## config.mk

```make
export PLATFORM = sky130hd
export DESIGN_NAME = multi_timer
export DESIGN_NICKNAME = d
export VERILOG_FILES = /design/src/rtl/multi_timer_pkg.sv /design/src/rtl/timer_channel.sv /design/src/rtl/multi_timer.sv
export SDC_FILE = /design/constraint.sdc
export NUM_CORES = 1
export LEC_CHECK = 0
export BUFFER_PORTS_ARGS = -buffer_cell sky130_fd_sc_hd__buf_2
export CORE_ASPECT_RATIO = 1.1
export CORE_UTILIZATION = 45
export CTS_BUF_LIST = sky130_fd_sc_hd__clkbuf_4 sky130_fd_sc_hd__clkbuf_8
export CTS_CLUSTER_DIAMETER = 50
export DETAILED_ROUTE_END_ITERATION = 8
export GPL_TIMING_DRIVEN = 0
export PLACE_DENSITY = 0.71
export REMOVE_ABC_BUFFERS = 1
export SLEW_MARGIN = 20
export SYNTH_ARGS = -nofsm -noshare
export SYNTH_HDL_FRONTEND = slang
export SYNTH_SLANG_ARGS = --single-unit
```

## constraint.sdc

```tcl
create_clock -name clk_z80 -period 4.8 [get_ports clk_z80]
set_clock_uncertainty 0.1 [all_clocks]
set_input_delay 0.48 -clock clk_z80 [delete_from_list [all_inputs] [get_ports clk_z80]]
set_output_delay 0.48 -clock clk_z80 [all_outputs]
set_load 0.01 [all_outputs]
```

## src/rtl/multi_timer_pkg.sv

```systemverilog
// Shared constants for the multi-channel Z80 interval timer.
// Control-word bit positions and write-select encodings.
package multi_timer_pkg;

    localparam int CTL_EN      = 0;
    localparam int CTL_PER     = 1;
    localparam int CTL_RESTART = 2;

    localparam logic SEL_RELOAD = 1'b0;
    localparam logic SEL_CTRL   = 1'b1;

endpackage

```

## src/rtl/timer_channel.sv

```systemverilog
// One timer channel: down-counter, reload register, EN/PER control
// and a sticky pending flag cleared by acknowledge.
module timer_channel
    import multi_timer_pkg::*;
#(
    parameter int WIDTH = 16
) (
    input  logic             clk,
    input  logic             rst,
    input  logic             i_tick,
    input  logic             i_wr_reload,
    input  logic             i_wr_ctrl,
    input  logic [WIDTH-1:0] i_wr_data,
    input  logic             i_ack,
    output logic [WIDTH-1:0] o_cnt,
    output logic             o_en,
    output logic             o_pending,
    output logic             o_expire
);

    logic [WIDTH-1:0] r_cnt;
    logic [WIDTH-1:0] r_reload;
    logic             r_en;
    logic             r_per;
    logic             r_pending;
    logic             w_expire;
    logic             w_load;

    assign w_expire = i_tick && r_en && (r_cnt == '0);
    assign w_load   = (!r_en && i_wr_data[CTL_EN]) || i_wr_data[CTL_RESTART];

    // A control write takes priority over the tick; r_reload reads the old value.
    always_ff @(posedge clk or posedge rst) begin
        if (rst) begin
            r_cnt     <= '0;
            r_reload  <= '0;
            r_en      <= 1'b0;
            r_per     <= 1'b0;
            r_pending <= 1'b0;
        end else begin
            if (i_wr_reload) begin
                r_reload <= i_wr_data;
            end
            if (i_wr_ctrl) begin
                r_en  <= i_wr_data[CTL_EN];
                r_per <= i_wr_data[CTL_PER];
                if (w_load) begin
                    r_cnt <= r_reload;
                end
            end else if (i_tick && r_en) begin
                if (r_cnt != '0) begin
                    r_cnt <= r_cnt - WIDTH'(1);
                end else if (r_per) begin
                    r_cnt <= r_reload;
                end else begin
                    r_en <= 1'b0;
                end
            end
            if (w_expire) begin
                r_pending <= 1'b1;
            end else if (i_ack) begin
                r_pending <= 1'b0;
            end
        end
    end

    assign o_cnt     = r_cnt;
    assign o_en      = r_en;
    assign o_pending = r_pending;
    assign o_expire  = w_expire;

endmodule

```

## src/rtl/multi_timer.sv

```systemverilog
// Multi-channel programmable interval timer for the Z80 interrupt path:
// shared prescaler, NCH channels, write decode, int_stb and readback.
module multi_timer
    import multi_timer_pkg::*;
#(
    parameter int NCH   = 4,
    parameter int WIDTH = 16,
    parameter int PRE_W = 8,
    parameter int CHW   = 2
) (
    input  logic             clk_z80,
    input  logic             rst,
    input  logic [PRE_W-1:0] pre_div,
    input  logic             wr_stb,
    input  logic [CHW-1:0]   wr_ch,
    input  logic             wr_sel,
    input  logic [WIDTH-1:0] wr_data,
    input  logic [NCH-1:0]   ack,
    input  logic [CHW-1:0]   cnt_sel,
    output logic [WIDTH-1:0] cnt_out,
    output logic [NCH-1:0]   running,
    output logic [NCH-1:0]   irq_pending,
    output logic             int_stb
);

    logic [PRE_W-1:0] r_pre_ctr;
    logic             r_int_stb;
    logic [WIDTH-1:0] r_cnt_out;
    logic             w_tick;
    logic [NCH-1:0]   w_wr_reload;
    logic [NCH-1:0]   w_wr_ctrl;
    logic [NCH-1:0]   w_expire;
    logic [WIDTH-1:0] w_cnt [NCH];
    logic [WIDTH-1:0] w_rd;

    // >= rather than == so a lowered pre_div cannot let the counter run away
    assign w_tick = (r_pre_ctr >= pre_div);

    always_ff @(posedge clk_z80 or posedge rst) begin
        if (rst) begin
            r_pre_ctr <= '0;
        end else if (w_tick) begin
            r_pre_ctr <= '0;
        end else begin
            r_pre_ctr <= r_pre_ctr + PRE_W'(1);
        end
    end

    // Exact index match means out-of-range channels decode to nothing.
    always_comb begin
        w_wr_reload = '0;
        w_wr_ctrl   = '0;
        for (int i = 0; i < NCH; i++) begin
            if (wr_stb && (wr_ch == CHW'(i))) begin
                w_wr_reload[i] = (wr_sel == SEL_RELOAD);
                w_wr_ctrl[i]   = (wr_sel == SEL_CTRL);
            end
        end
    end

    for (genvar g = 0; g < NCH; g++) begin : g_ch
        timer_channel #(
            .WIDTH (WIDTH)
        ) u_ch (
            .clk         (clk_z80),
            .rst         (rst),
            .i_tick      (w_tick),
            .i_wr_reload (w_wr_reload[g]),
            .i_wr_ctrl   (w_wr_ctrl[g]),
            .i_wr_data   (wr_data),
            .i_ack       (ack[g]),
            .o_cnt       (w_cnt[g]),
            .o_en        (running[g]),
            .o_pending   (irq_pending[g]),
            .o_expire    (w_expire[g])
        );
    end

    always_comb begin
        w_rd = '0;
        for (int i = 0; i < NCH; i++) begin
            if (cnt_sel == CHW'(i)) begin
                w_rd = w_cnt[i];
            end
        end
    end

    always_ff @(posedge clk_z80 or posedge rst) begin
        if (rst) begin
            r_int_stb <= 1'b0;
            r_cnt_out <= '0;
        end else begin
            r_int_stb <= |w_expire;
            r_cnt_out <= w_rd;
        end
    end

    assign int_stb = r_int_stb;
    assign cnt_out = r_cnt_out;

endmodule
```

# Word level (Yosys, flattened, before mapping)
# Cells that the tools add are included.
# totals
inputBits,36
reg_bits,165
out_inout_bits,25
elab_cells,160
# classes
eq_ne,18
magnitude_cmp,1
n_addsub,5
n_reduce_logical,55
bitwise_logic,1
n_mux,57
# ops
operator,n
2-to-1 mux 16 bit,24
logical NOT 16 bit,4
nonzero test 16 bit,4
"subtractor 16 x 1 -> 16 bit, second input constant",4
2-to-1 mux 1 bit,32
AND reduction 3 bit,8
logical AND 1 bit,16
"inequality test 2 x 1 -> 1 bit, second input constant",8
nonzero test 2 bit,8
nonzero test 3 bit,4
"adder 8 x 1 -> 8 bit, second input constant",1
"equality test 2 bit, second input constant",4
greater-or-equal comparator 8 bit,1
2-to-1 mux 8 bit,1
"inequality test 2 bit, second input constant",4
"equality test 2 x 1 -> 1 bit, second input constant",2
logical NOT 1 bit,4
logical NOT 2 bit,2
logical OR 1 bit,4
OR reduction 4 bit,1
NOT 1 bit,1

# Depth between registers and ports, before layout
# Gate-level depths: netlist of run 1.
# depth
word_depth,5
mapped_depth,11
depth_no_buf,8

# Cells and area by module
# A second synthesis of run 1 with hierarchy kept.
# hier_totals
hier_cells,831
hier_area_um2,9313.9
# modules_own_cells
mod,n_inst,area_per_inst_um2,cells_each,seq_area_each_um2
timer_channel,4,1936.9,179,875.8
multi_timer,1,1566.5,115,625.6

# Worst setup path after synthesis of run 1
# Ideal clock, no wire load.
# synth_path
kind,in2reg
startpoint,input pre_div[7]
endpoint,register g_ch[2].u_ch.r_cnt[10]
required_ns,4.623
setup_ns,0.077
n_path_buf,1
path_stages,9
arrival_ns,2.365
slack_ns,2.258
cell_sequence,inv_1 > ha_1 > nand2_1 > or3_1 > o221a_2 > o31ai_2 > clkbuf_1 > a21oi_1 > a21oi_1
# synth_via
elab_chain_cells,4
# synth_rtl
item,line_no,source
from (decl),multi_timer.sv:13,"input logic [PRE_W-1:0] pre_div,"
greater-or-equal comparator 8 bit,multi_timer.sv:37,assign w_tick = (r_pre_ctr >= pre_div);
logical AND 1 bit,timer_channel.sv:50,end else if (i_tick && r_en) begin
nonzero test 2 bit (no source line),-,
AND reduction 3 bit (no source line),-,
to (signal assigned),timer_channel.sv:48,r_cnt <= r_reload;
to (signal assigned),timer_channel.sv:52,r_cnt <= r_cnt - WIDTH'(1);
to (signal assigned),timer_channel.sv:54,r_cnt <= r_reload;
to (decl),timer_channel.sv:21,logic [WIDTH-1:0] r_cnt;
# No other way between the ends.
# A chain may end at the register's enable or synchronous reset.

# Worst setup path after layout of run 1
# layout_path
startpoint,register r_pre_ctr[5]
endpoint,register g_ch[1].u_ch.r_cnt[0]
# layout_via
elab_chain_cells,4
# layout_rtl
item,line_no,source
from (decl),multi_timer.sv:26,logic [PRE_W-1:0] r_pre_ctr;
from (signal assigned),multi_timer.sv:45,r_pre_ctr <= r_pre_ctr + PRE_W'(1);
greater-or-equal comparator 8 bit,multi_timer.sv:37,
logical AND 1 bit,timer_channel.sv:50,
nonzero test 2 bit (no source line),-,
AND reduction 3 bit (no source line),-,
to (signal assigned),timer_channel.sv:48,
to (signal assigned),timer_channel.sv:52,
to (signal assigned),timer_channel.sv:54,
to (decl),timer_channel.sv:21,
# No other way between the ends.

==> results.sh, run 1 <==
export IMPL_firstDrtPassIters=5
export IMPL_hold_viol=0
export IMPL_yosysUniqueCellTypes=61
export IMPL_synth_area_sq_mm=0.00861
export IMPL_holdCritPathClass="input port to register"
export IMPL_cts_buffers=17
export IMPL_portBuffers=60
export IMPL_syn_instance_count=851
export IMPL_synth_flop_cell="dfrtp_1"
export IMPL_start_kind="register"
export IMPL_gp_congestion=0.846
export IMPL_wl_met2_mm=10.7
export IMPL_drt_wirelength_per_cell_um=18.4
export IMPL_dpl_hpwl_mm=14.9
export IMPL_avgSynthCellArea_sq_um=10.1
export IMPL_rsz0062_at_grt="no"
export IMPL_cp_end_kind="register"
export IMPL_critPathMaxFanout=32
export IMPL_numClockSinks=165
export IMPL_cts_tree="built"
export IMPL_synth_seq_area_share_pct=47.9
export IMPL_grt_first_pass_wirelength_mm=33.9
export IMPL_grt_usage_pct=22.6
export IMPL_mostFrequentLayoutCells="dfrtp_1, a21oi_1, mux2_2"
export IMPL_rows=52
export IMPL_area_growth_pct=11.2
export IMPL_overflow=0
export IMPL_die_area_sq_mm=0.0197
export IMPL_grt_pass1_vias=6319
export IMPL_ys_ff_latch=165
export IMPL_vdd_ir_drop_max_uv=211
export IMPL_io_pins=61
export IMPL_cts_hold_fix_buffers=1
export IMPL_dr_wl_met3_mm=1.09
export IMPL_drive_gt1_share_pct=24.2
export IMPL_synth_warnings=0
export IMPL_clockBufferDepth=2
export IMPL_drt_initial_drc_count=732
export IMPL_start_util_pct=46.4
export IMPL_core_sq_mm=0.0185
export IMPL_setup_viol=0
export IMPL_place_area_sq_mm=0.00915
export IMPL_wl_mm=21.1
export IMPL_worstMarginPinSlew_ps=1010
export IMPL_required_ps=5080
export IMPL_met1_length_mm=8.91
export IMPL_clk_pin_slew_ps=100
export IMPL_cts_resized=0
export IMPL_drv_slew=0
export IMPL_async_flop_share_pct=100
export IMPL_path_class="register to register"
export IMPL_diodes=0
export IMPL_crit_arrival_ps=3330
export IMPL_synth_edf_count=0
export IMPL_antenna_found_initial=0
export IMPL_clock_root_buffer="clkbuf_8"
export IMPL_p_leak_nw=4.32
export IMPL_viasPerCell=5.85
export IMPL_powerDensity_mw_per_mm2=525
export IMPL_h_tree_depth=4
export IMPL_cts_setup_buffers=0
export IMPL_status="completed"
export IMPL_antenna_left=0
export IMPL_insertion_delay_ps=480
export IMPL_cap_violations=0
export IMPL_die_w_um=134
export IMPL_post_route_period_util_pct=63.5
export IMPL_fin_area_sq_mm=0.00958
export IMPL_die_h_um=147
export IMPL_routed_top_layer="met4"
export IMPL_drc=0
export IMPL_vias=6692
export IMPL_nets=941
export IMPL_postLayoutCoreUtil_pct=51.7
export IMPL_period_needed_ps=3050
export IMPL_maxSlewHeadroom_pct=32.3
export IMPL_final_common_cell="dfrtp_1"
export IMPL_grt_max_degree=86
export IMPL_fmax_ghz=0.328
metal layers:
layer	vias to the layer above	track usage, %
met2	198	37.8
met1	3305	28.8
met3	31	4.21
met4	0	9.09
met5	-	0
li1	3158	-
kinds of logic (layout without fill, tap and decap cells):
kind of cell,after synthesis,count (layout),share of synthesized area (%)
simple gates,264,264,15.6
compound gates,229,229,15.4
flops,165,165,47.9
buf+inv,86,136,4.95
mux,84,84,13.0
fa+ha+maj,17,17,2.47
xor+xnor,6,6,0.610
worst max-delay path, cell delays in order (launching register included):
cell	delay (ps)
dfrtp_1	440
ha_1	310
nand2_1	50
or3_1	380
o221ai_2	480
a41o_2	700
o21ai_0	230
a22o_1	270
registers in the layout, summed over array words and instances, names as in the netlist:
register,count
g_ch.u_ch.r_reload,64
g_ch.u_ch.r_per,4
int_stb,1
g_ch.u_ch.o_pending,4
g_ch.u_ch.o_en,4
g_ch.u_ch.o_cnt,64
r_pre_ctr,8
cnt_out,16
per-stage QoR:
step	power (mW)	setup TNS, ps	cells	setup slack (ps)	hold slack (ps)
2_1_floorplan	3.35	-39880	795	-242	350
3_5_place_dp	3.95	0	1111	1150	390
4_1_cts	5.03	0	1144	1320	47.2
6_report	5.03	0	1144	1750	66.4
5_1_grt	5.35	0	1144	1520	57.6
3_3_place_gp	3.85	-372330	1098	-2270	367
synth_stat cells (3+ instances only):
cell | count | area [sq um]
dfrtp_1 | 165 | 4130
a21oi_1 | 115 | 576
mux2_2 | 66 | 743
nor2_1 | 57 | 214
nand2_1 | 56 | 210
o21ai_0 | 54 | 270
nand3_1 | 40 | 200
inv_1 | 30 | 113
clkbuf_1 | 25 | 93.8
nand2b_1 | 22 | 138
ha_1 | 17 | 213
mux4_2 | 16 | 360
nand4_1 | 15 | 93.8
nor4_1 | 15 | 93.8
buf_2 | 14 | 70.1
nor3_1 | 12 | 60.1
o21ai_1 | 12 | 60.1
or3_1 | 12 | 75.1
a31o_2 | 10 | 87.6
buf_4 | 8 | 60.1
a41o_1 | 6 | 60.1
buf_6 | 6 | 67.6
o211ai_1 | 5 | 37.5
o31ai_1 | 5 | 37.5
xor2_1 | 5 | 43.8
and2_1 | 4 | 25.0
and3_1 | 4 | 25.0
nor3b_1 | 4 | 30.0
o22ai_1 | 4 | 25.0
or4_1 | 4 | 30.0
nand4b_1 | 3 | 26.3
nor2b_1 | 3 | 18.8
or2_2 | 3 | 18.8
power breakdown:
group	switching, mW	leakage, nW	internal [mW]
registers	0.558	2.04	1.87
clock network	0.573	0.208	0.507
logic	0.821	2.08	0.705
total	1.95	4.32	3.08
worst paths after layout:
check	slack [ps]	endpoint	from	depth (start not counted)
setup / recovery	1750	g_ch[1].u_ch.o_cnt[0]$_DFFE_PP0P_	r_pre_ctr[5]$_DFF_PP0_	7
hold / removal	70	g_ch[0].u_ch.o_pending$_DFFE_PP0P_	ack[0]	2
setup reg to reg	1750	g_ch[1].u_ch.o_cnt[0]$_DFFE_PP0P_	r_pre_ctr[5]$_DFF_PP0_	7
hold reg to reg	410	g_ch[2].u_ch.r_reload[11]$_DFFE_PP0P_	g_ch[2].u_ch.r_reload[11]$_DFFE_PP0P_	1
max in group asynchronous	3260	g_ch[3].u_ch.o_cnt[8]$_DFFE_PP0P_	rst	4
min in group asynchronous	500	g_ch[0].u_ch.o_pending$_DFFE_PP0P_	rst	3
layout make-up:
| type | count | area [sq um] |
|---|---|---|
| timing repair buffer | 74 | 490 |
| multi-input combinational | 600 | 4120 |
| sequential | 165 | 4130 |
| clock inverter | 13 | 159 |
| clock buffer | 19 | 262 |
| inverter | 30 | 120 |
| tap | 243 | 304 |
| fill | 1651 | 8960 |
No activity file was read; power rests on OpenSTA's default activity.
==> inputs of run 2 (changes only) <==
==> constraint.sdc (replaced) <==
create_clock -name clk_z80 -period 2.8 [get_ports clk_z80]
set_clock_uncertainty 0.1 [all_clocks]
set_input_delay 0.28 -clock clk_z80 [delete_from_list [all_inputs] [get_ports clk_z80]]
set_output_delay 0.28 -clock clk_z80 [all_outputs]
set_load 0.01 [all_outputs]
==> run 2 against run 1 <==
Hold slack worse by 47 ps. Total power grew 75%. Clock-buffer cell count unchanged. Die area unchanged. Final cell count rose by 2.1%. Global-route usage rose by 0.18 points. Critical path type unchanged.
==> results.sh, run 2 (synthesized netlist as in run 1, its figures left out) <==
export IMPL_firstDrtPassIters=5
export IMPL_maxSlewHeadroom_pct=43.9
export IMPL_cap_violations=0
export IMPL_switching_power_mw=3.44
export IMPL_p_leak_nw=4.46
export IMPL_drv_slew=0
export IMPL_area_growth_pct=15.2
export IMPL_mostFrequentLayoutCells="dfrtp_1, a21oi_1, mux2_2"
export IMPL_start_kind="register"
export IMPL_crit_arrival_ps=3040
export IMPL_gp_congestion=0.846
export IMPL_rows=52
export IMPL_p_seq_share_pct=47.7
export IMPL_fin_area_sq_mm=0.00992
export IMPL_swShare_pct=39.1
export IMPL_viasPerCell=5.89
export IMPL_clkPwrFrac_pct=21.1
export IMPL_grt_usage_pct=22.8
export IMPL_worst_slack_ps=40.2
export IMPL_vdd_ir_drop_max_uv=365
export IMPL_place_area_sq_mm=0.00915
export IMPL_clock_root_buffer="clkbuf_8"
export IMPL_critPathMaxFanout=11
export IMPL_cts_tree="built"
export IMPL_core_sq_mm=0.0185
export IMPL_cp_end_kind="register"
export IMPL_grtUsageMet1_pct=29.1
export IMPL_setup_viol=0
export IMPL_dp_slack_ps=-681
export IMPL_drive_gt1_share_pct=25.2
export IMPL_vias=6880
export IMPL_powerDensity_mw_per_mm2=886
export IMPL_internal_power_mw=5.35
export IMPL_grt_pass1_vias=6373
export IMPL_die_h_um=147
export IMPL_overflow=0
export IMPL_cts_buffers=17
export IMPL_grt_first_pass_wirelength_mm=34.2
export IMPL_antenna_left=0
export IMPL_die_w_um=134
export IMPL_p_comb_share_pct=31.2
export IMPL_grt_max_degree=86
export IMPL_clk_pin_slew_ps=100
export IMPL_insertion_delay_ps=480
export IMPL_use_met2_pct=38.4
export IMPL_worstMarginPinSlew_ps=833
export IMPL_numClockSinks=165
export IMPL_start_util_pct=46.4
export IMPL_period_needed_ps=2760
export IMPL_use_met3_pct=4.28
export IMPL_antenna_found_initial=0
export IMPL_final_common_cell="dfrtp_1"
export IMPL_path_class="register to register"
export IMPL_dpl_hpwl_mm=14.9
export IMPL_die_area_sq_mm=0.0197
export IMPL_drt_wirelength_per_cell_um=19.1
export IMPL_clockBufferDepth=2
export IMPL_drc=0
export IMPL_top_usage_layer="met2"
export IMPL_fin_setup_tns_ps=0
export IMPL_postLayoutCoreUtil_pct=53.5
export IMPL_holdCritPathClass="input port to register"
export IMPL_nets=965
export IMPL_h_tree_depth=4
export IMPL_diodes=0
export IMPL_wl_mm=22.3
export IMPL_fmax_ghz=0.362
export IMPL_io_pins=61
export IMPL_status="completed"
export IMPL_drt_initial_drc_count=671
export IMPL_hold_viol=0
export IMPL_post_route_period_util_pct=98.6
export IMPL_required_ps=3080
export IMPL_portBuffers=60
-- run 2: changes by cell type in the layout (fill, tap and decap cells not counted), sizes merged --
cell | before | now
a41o | 6 | 7
buf | 73 | 79
clkbuf | 19 | 20
dlygate4sd3 | 1 | 17
-- run 2: what timing repair did --
action | in CTS | in global routing
setup endpoints to repair | 53 | 59
pin swaps | 2 | 4
hold buffers | 17 | 0
buffers inserted | 2 | 4
resized for setup | 6 | 7
hold endpoints to repair | 129 | 0
gates cloned | 0 | 2
-- run 2: critical path, stage by stage (launching register included) --
cell and delay [ps]:
dfrtp_1 410, ha_1 300, nand2_1 120, or3_1 390
o221a_2 410, o31ai_4 410, buf_12 180, mux2_2 330
-- run 2: power groups by stage --
stage          Clock (mW)  Sequential, mW  Combinational, mW
3_5_place_dp            0            4.18               2.60
2_1_floorplan           0            3.93               1.81
5_1_grt              1.96            4.33               3.04
4_1_cts              1.87            4.14               2.65
3_3_place_gp            0            4.14               2.47
6_report             1.86            4.19               2.74
-- run 2: final cells by class --
| type | count | area, sq um |
|---|---|---|
| clock buffer | 19 | 262 |
| fill | 1623 | 8620 |
| sequential | 165 | 4130 |
| timing repair buffer | 97 | 746 |
| clock inverter | 13 | 159 |
| tap | 243 | 304 |
| inverter | 30 | 120 |
| multi-input combinational | 601 | 4200 |
-- run 2: worst paths after layout --
path / to / depth (start not counted) / from / slack [ps]
worst min-delay path: g_ch[2].u_ch.r_reload[13]$_DFFE_PP0P_ / 2 / wr_data[13] / 20
max in group asynchronous: g_ch[0].u_ch.r_reload[8]$_DFFE_PP0P_ / 4 / rst / 1440
worst min register to register: g_ch[2].u_ch.r_reload[11]$_DFFE_PP0P_ / 1 / g_ch[2].u_ch.r_reload[11]$_DFFE_PP0P_ / 410
worst max register to register: g_ch[0].u_ch.o_cnt[1]$_DFFE_PP0P_ / 7 / r_pre_ctr[7]$_DFF_PP0_ / 40
worst max-delay path: g_ch[0].u_ch.o_cnt[1]$_DFFE_PP0P_ / 7 / r_pre_ctr[7]$_DFF_PP0_ / 40
min in group asynchronous: g_ch[0].u_ch.o_pending$_DFFE_PP0P_ / 3 / rst / 300
-- run 2: metal layers --
layer  vias to the layer above  share of wire [%]  wire length, um
met3                        32                5.5             1230
met4                         0                2.0              437
met5                         -                  0                0
li1                       3214                  -                -
met1                      3419                 42             9340
met2                       215                 51            11300
-- run 2: stage by stage --
stage               instances  hold WS [ps]  power (mW)
finish                   1168          19.6        8.79
global route             1168          7.46        9.33
CTS                      1162          4.82        8.67
detailed placement       1111           301        6.78
global placement         1098           357        6.61
floorplan                 795           276        5.75
==> inputs of run 3 (changes only) <==
--- a/config.mk
+++ b/config.mk
@@ -6,13 +6,12 @@
 export NUM_CORES = 1
 export LEC_CHECK = 0
 export BUFFER_PORTS_ARGS = -buffer_cell sky130_fd_sc_hd__buf_2
-export CORE_ASPECT_RATIO = 1.1
 export CORE_UTILIZATION = 45
 export CTS_BUF_LIST = sky130_fd_sc_hd__clkbuf_4 sky130_fd_sc_hd__clkbuf_8
 export CTS_CLUSTER_DIAMETER = 50
 export DETAILED_ROUTE_END_ITERATION = 8
 export GPL_TIMING_DRIVEN = 0
-export PLACE_DENSITY = 0.71
+export PLACE_DENSITY = 0.68
 export REMOVE_ABC_BUFFERS = 1
 export SLEW_MARGIN = 20
 export SYNTH_ARGS = -nofsm -noshare
==> constraint.sdc (replaced) <==
create_clock -name clk_z80 -period 3.4 [get_ports clk_z80]
set_clock_uncertainty 0.1 [all_clocks]
set_input_delay 0.34 -clock clk_z80 [delete_from_list [all_inputs] [get_ports clk_z80]]
set_output_delay 0.34 -clock clk_z80 [all_outputs]
set_load 0.01 [all_outputs]
==> run 3 against run 2 <==
Register-to-register slack gained 280 ps. Die area is essentially flat. Total power shrank 20%. Clock power shrank 22%. Flip-flop and latch count is the same. Final cell count shrank 2.7%. Wire length shrank 7.1%. Critical path type unchanged.
==> results.sh, run 3 (synthesized netlist as in run 1, its figures left out) <==
export IMPL_grt_first_pass_wirelength_mm=34.1
export IMPL_mostFrequentLayoutCells="dfrtp_1, a21oi_1, mux2_2"
export IMPL_crit_arrival_ps=3340
export IMPL_die_w_um=140
export IMPL_drive_gt1_share_pct=23.6
export IMPL_critPathMaxFanout=17
export IMPL_postLayoutCoreUtil_pct=50.9
export IMPL_required_ps=3660
export IMPL_powerDensity_mw_per_mm2=735
export IMPL_place_area_sq_mm=0.00907
export IMPL_setup_viol=0
export IMPL_fin_area_sq_mm=0.00953
export IMPL_dpl_hpwl_mm=14.6
export IMPL_status="completed"
export IMPL_p_comb_share_pct=29.6
export IMPL_grt_pass1_vias=6449
export IMPL_fin_setup_tns_ps=0
export IMPL_nets=942
export IMPL_worst_slack_ps=315
export IMPL_rsz0062_at_grt="no"
export IMPL_gp_congestion=0.820
export IMPL_cts_setup_buffers=0
export IMPL_start_util_pct=46.0
export IMPL_p_leak_nw=4.31
export IMPL_cap_violations=0
export IMPL_hold_viol=0
export IMPL_clockBufferDepth=2
export IMPL_cts_tree="built"
export IMPL_swShare_pct=37.8
export IMPL_fin_cells=1136
export IMPL_insertion_delay_ps=470
export IMPL_antenna_left=0
export IMPL_h_tree_depth=4
export IMPL_clock_root_buffer="clkbuf_8"
export IMPL_viasPerCell=5.89
export IMPL_antenna_found_initial=0
export IMPL_diodes=0
export IMPL_drt_wirelength_per_cell_um=18.3
export IMPL_p_seq_share_pct=49.6
export IMPL_clk_pin_slew_ps=90
export IMPL_vias=6686
export IMPL_final_common_cell="dfrtp_1"
export IMPL_cp_end_kind="register"
export IMPL_post_route_period_util_pct=90.7
export IMPL_firstDrtPassIters=7
export IMPL_wl_mm=20.8
export IMPL_area_growth_pct=10.6
export IMPL_switching_power_mw=2.65
export IMPL_period_needed_ps=3080
export IMPL_drv_slew=0
export IMPL_placedCellCount=1099
export IMPL_path_class="register to register"
export IMPL_clkPwrFrac_pct=20.8
export IMPL_drt_initial_drc_count=604
export IMPL_portBuffers=60
export IMPL_internal_power_mw=4.36
export IMPL_start_kind="register"
export IMPL_core_sq_mm=0.0187
export IMPL_fmax_ghz=0.324
export IMPL_cts_buffers=17
export IMPL_overflow=0
export IMPL_holdCritPathClass="input port to register"
export IMPL_die_area_sq_mm=0.0197
export IMPL_rows=50
export IMPL_worstMarginPinSlew_ps=1020
export IMPL_grt_max_degree=102
export IMPL_maxSlewHeadroom_pct=31.4
export IMPL_die_h_um=140
export IMPL_drc=0
export IMPL_grt_usage_pct=22.4
export IMPL_numClockSinks=165
export IMPL_dp_slack_ps=-56.5
export IMPL_io_pins=61
export IMPL_vdd_ir_drop_max_uv=301
-- run 3: cell types whose count changed in the layout (fill, tap and decap cells not counted), sizes merged --
cell | before | now
clkinv | 2 | 5
buf | 79 | 70
clkbuf | 20 | 23
dlygate4sd3 | 17 | 5
a41o | 7 | 6
inv | 37 | 30
-- run 3: metal layers --
layer | global-route usage [%] | vias to the layer above | part of all wire, %
li1 | - | 3167 | -
met1 | 30.6 | 3289 | 44
met2 | 36.7 | 195 | 49
met3 | 3.52 | 35 | 5.3
met4 | 7.17 | 0 | 2.0
met5 | 0 | - | 0
-- run 3: path summary, 6_finish.rpt --
kind,from,to,slack [ps],cells after the start
setup / recovery,r_pre_ctr[3]$_DFF_PP0_,g_ch[0].u_ch.o_cnt[1]$_DFFE_PP0P_,320,7
hold / removal,wr_data[14],g_ch[1].u_ch.r_reload[14]$_DFFE_PP0P_,80,2
setup reg to reg,r_pre_ctr[3]$_DFF_PP0_,g_ch[0].u_ch.o_cnt[1]$_DFFE_PP0P_,320,7
hold reg to reg,g_ch[3].u_ch.r_reload[0]$_DFFE_PP0P_,g_ch[3].u_ch.r_reload[0]$_DFFE_PP0P_,400,2
max in group asynchronous,rst,g_ch[0].u_ch.o_cnt[6]$_DFFE_PP0P_,1980,4
min in group asynchronous,rst,g_ch[2].u_ch.r_reload[13]$_DFFE_PP0P_,360,3
-- run 3: power groups by stage --
stage | logic, mW | clock network, mW | registers, mW
global placement | 1.98 | 0 | 3.46
floorplan | 1.49 | 0 | 3.24
finish | 2.08 | 1.46 | 3.47
global route | 2.34 | 1.57 | 3.58
detailed placement | 2.07 | 0 | 3.48
CTS | 2.08 | 1.49 | 3.45
-- run 3: area by class of cell --
type                    instances  area (sq um)
fillers                      1680          9180
flip-flops and latches        165          4130
multi-input cells             600          4100
repair buffers                 75           480
clock buffers                  23           304
well taps                     234           293
inverters                      30           120
clock inverters                 9           100
-- run 3: through the flow --
| stage | hold slack (ps) | total power [mW] |
|---|---|---|
| floorplan | 336 | 4.73 |
| global placement | 368 | 5.44 |
| detailed placement | 327 | 5.55 |
| CTS | 63.5 | 7.02 |
| global route | 70.8 | 7.49 |
| finish | 77.6 | 7.01 |
-- run 3: critical path: stages (launching register included) --
cell	delay, ps
dfrtp_1	430
ha_1	290
nor2_1	40
or3_1	400
o221a_2	410
o31ai_4	730
buf_8	240
mux2_2	340
-- run 3: repair_timing --
item,4_1_cts,5_1_grt
endpoints found under the setup margin,1,3
hold endpoints to repair,68,0
hold buffers,5,0
gates resized for setup,1,1
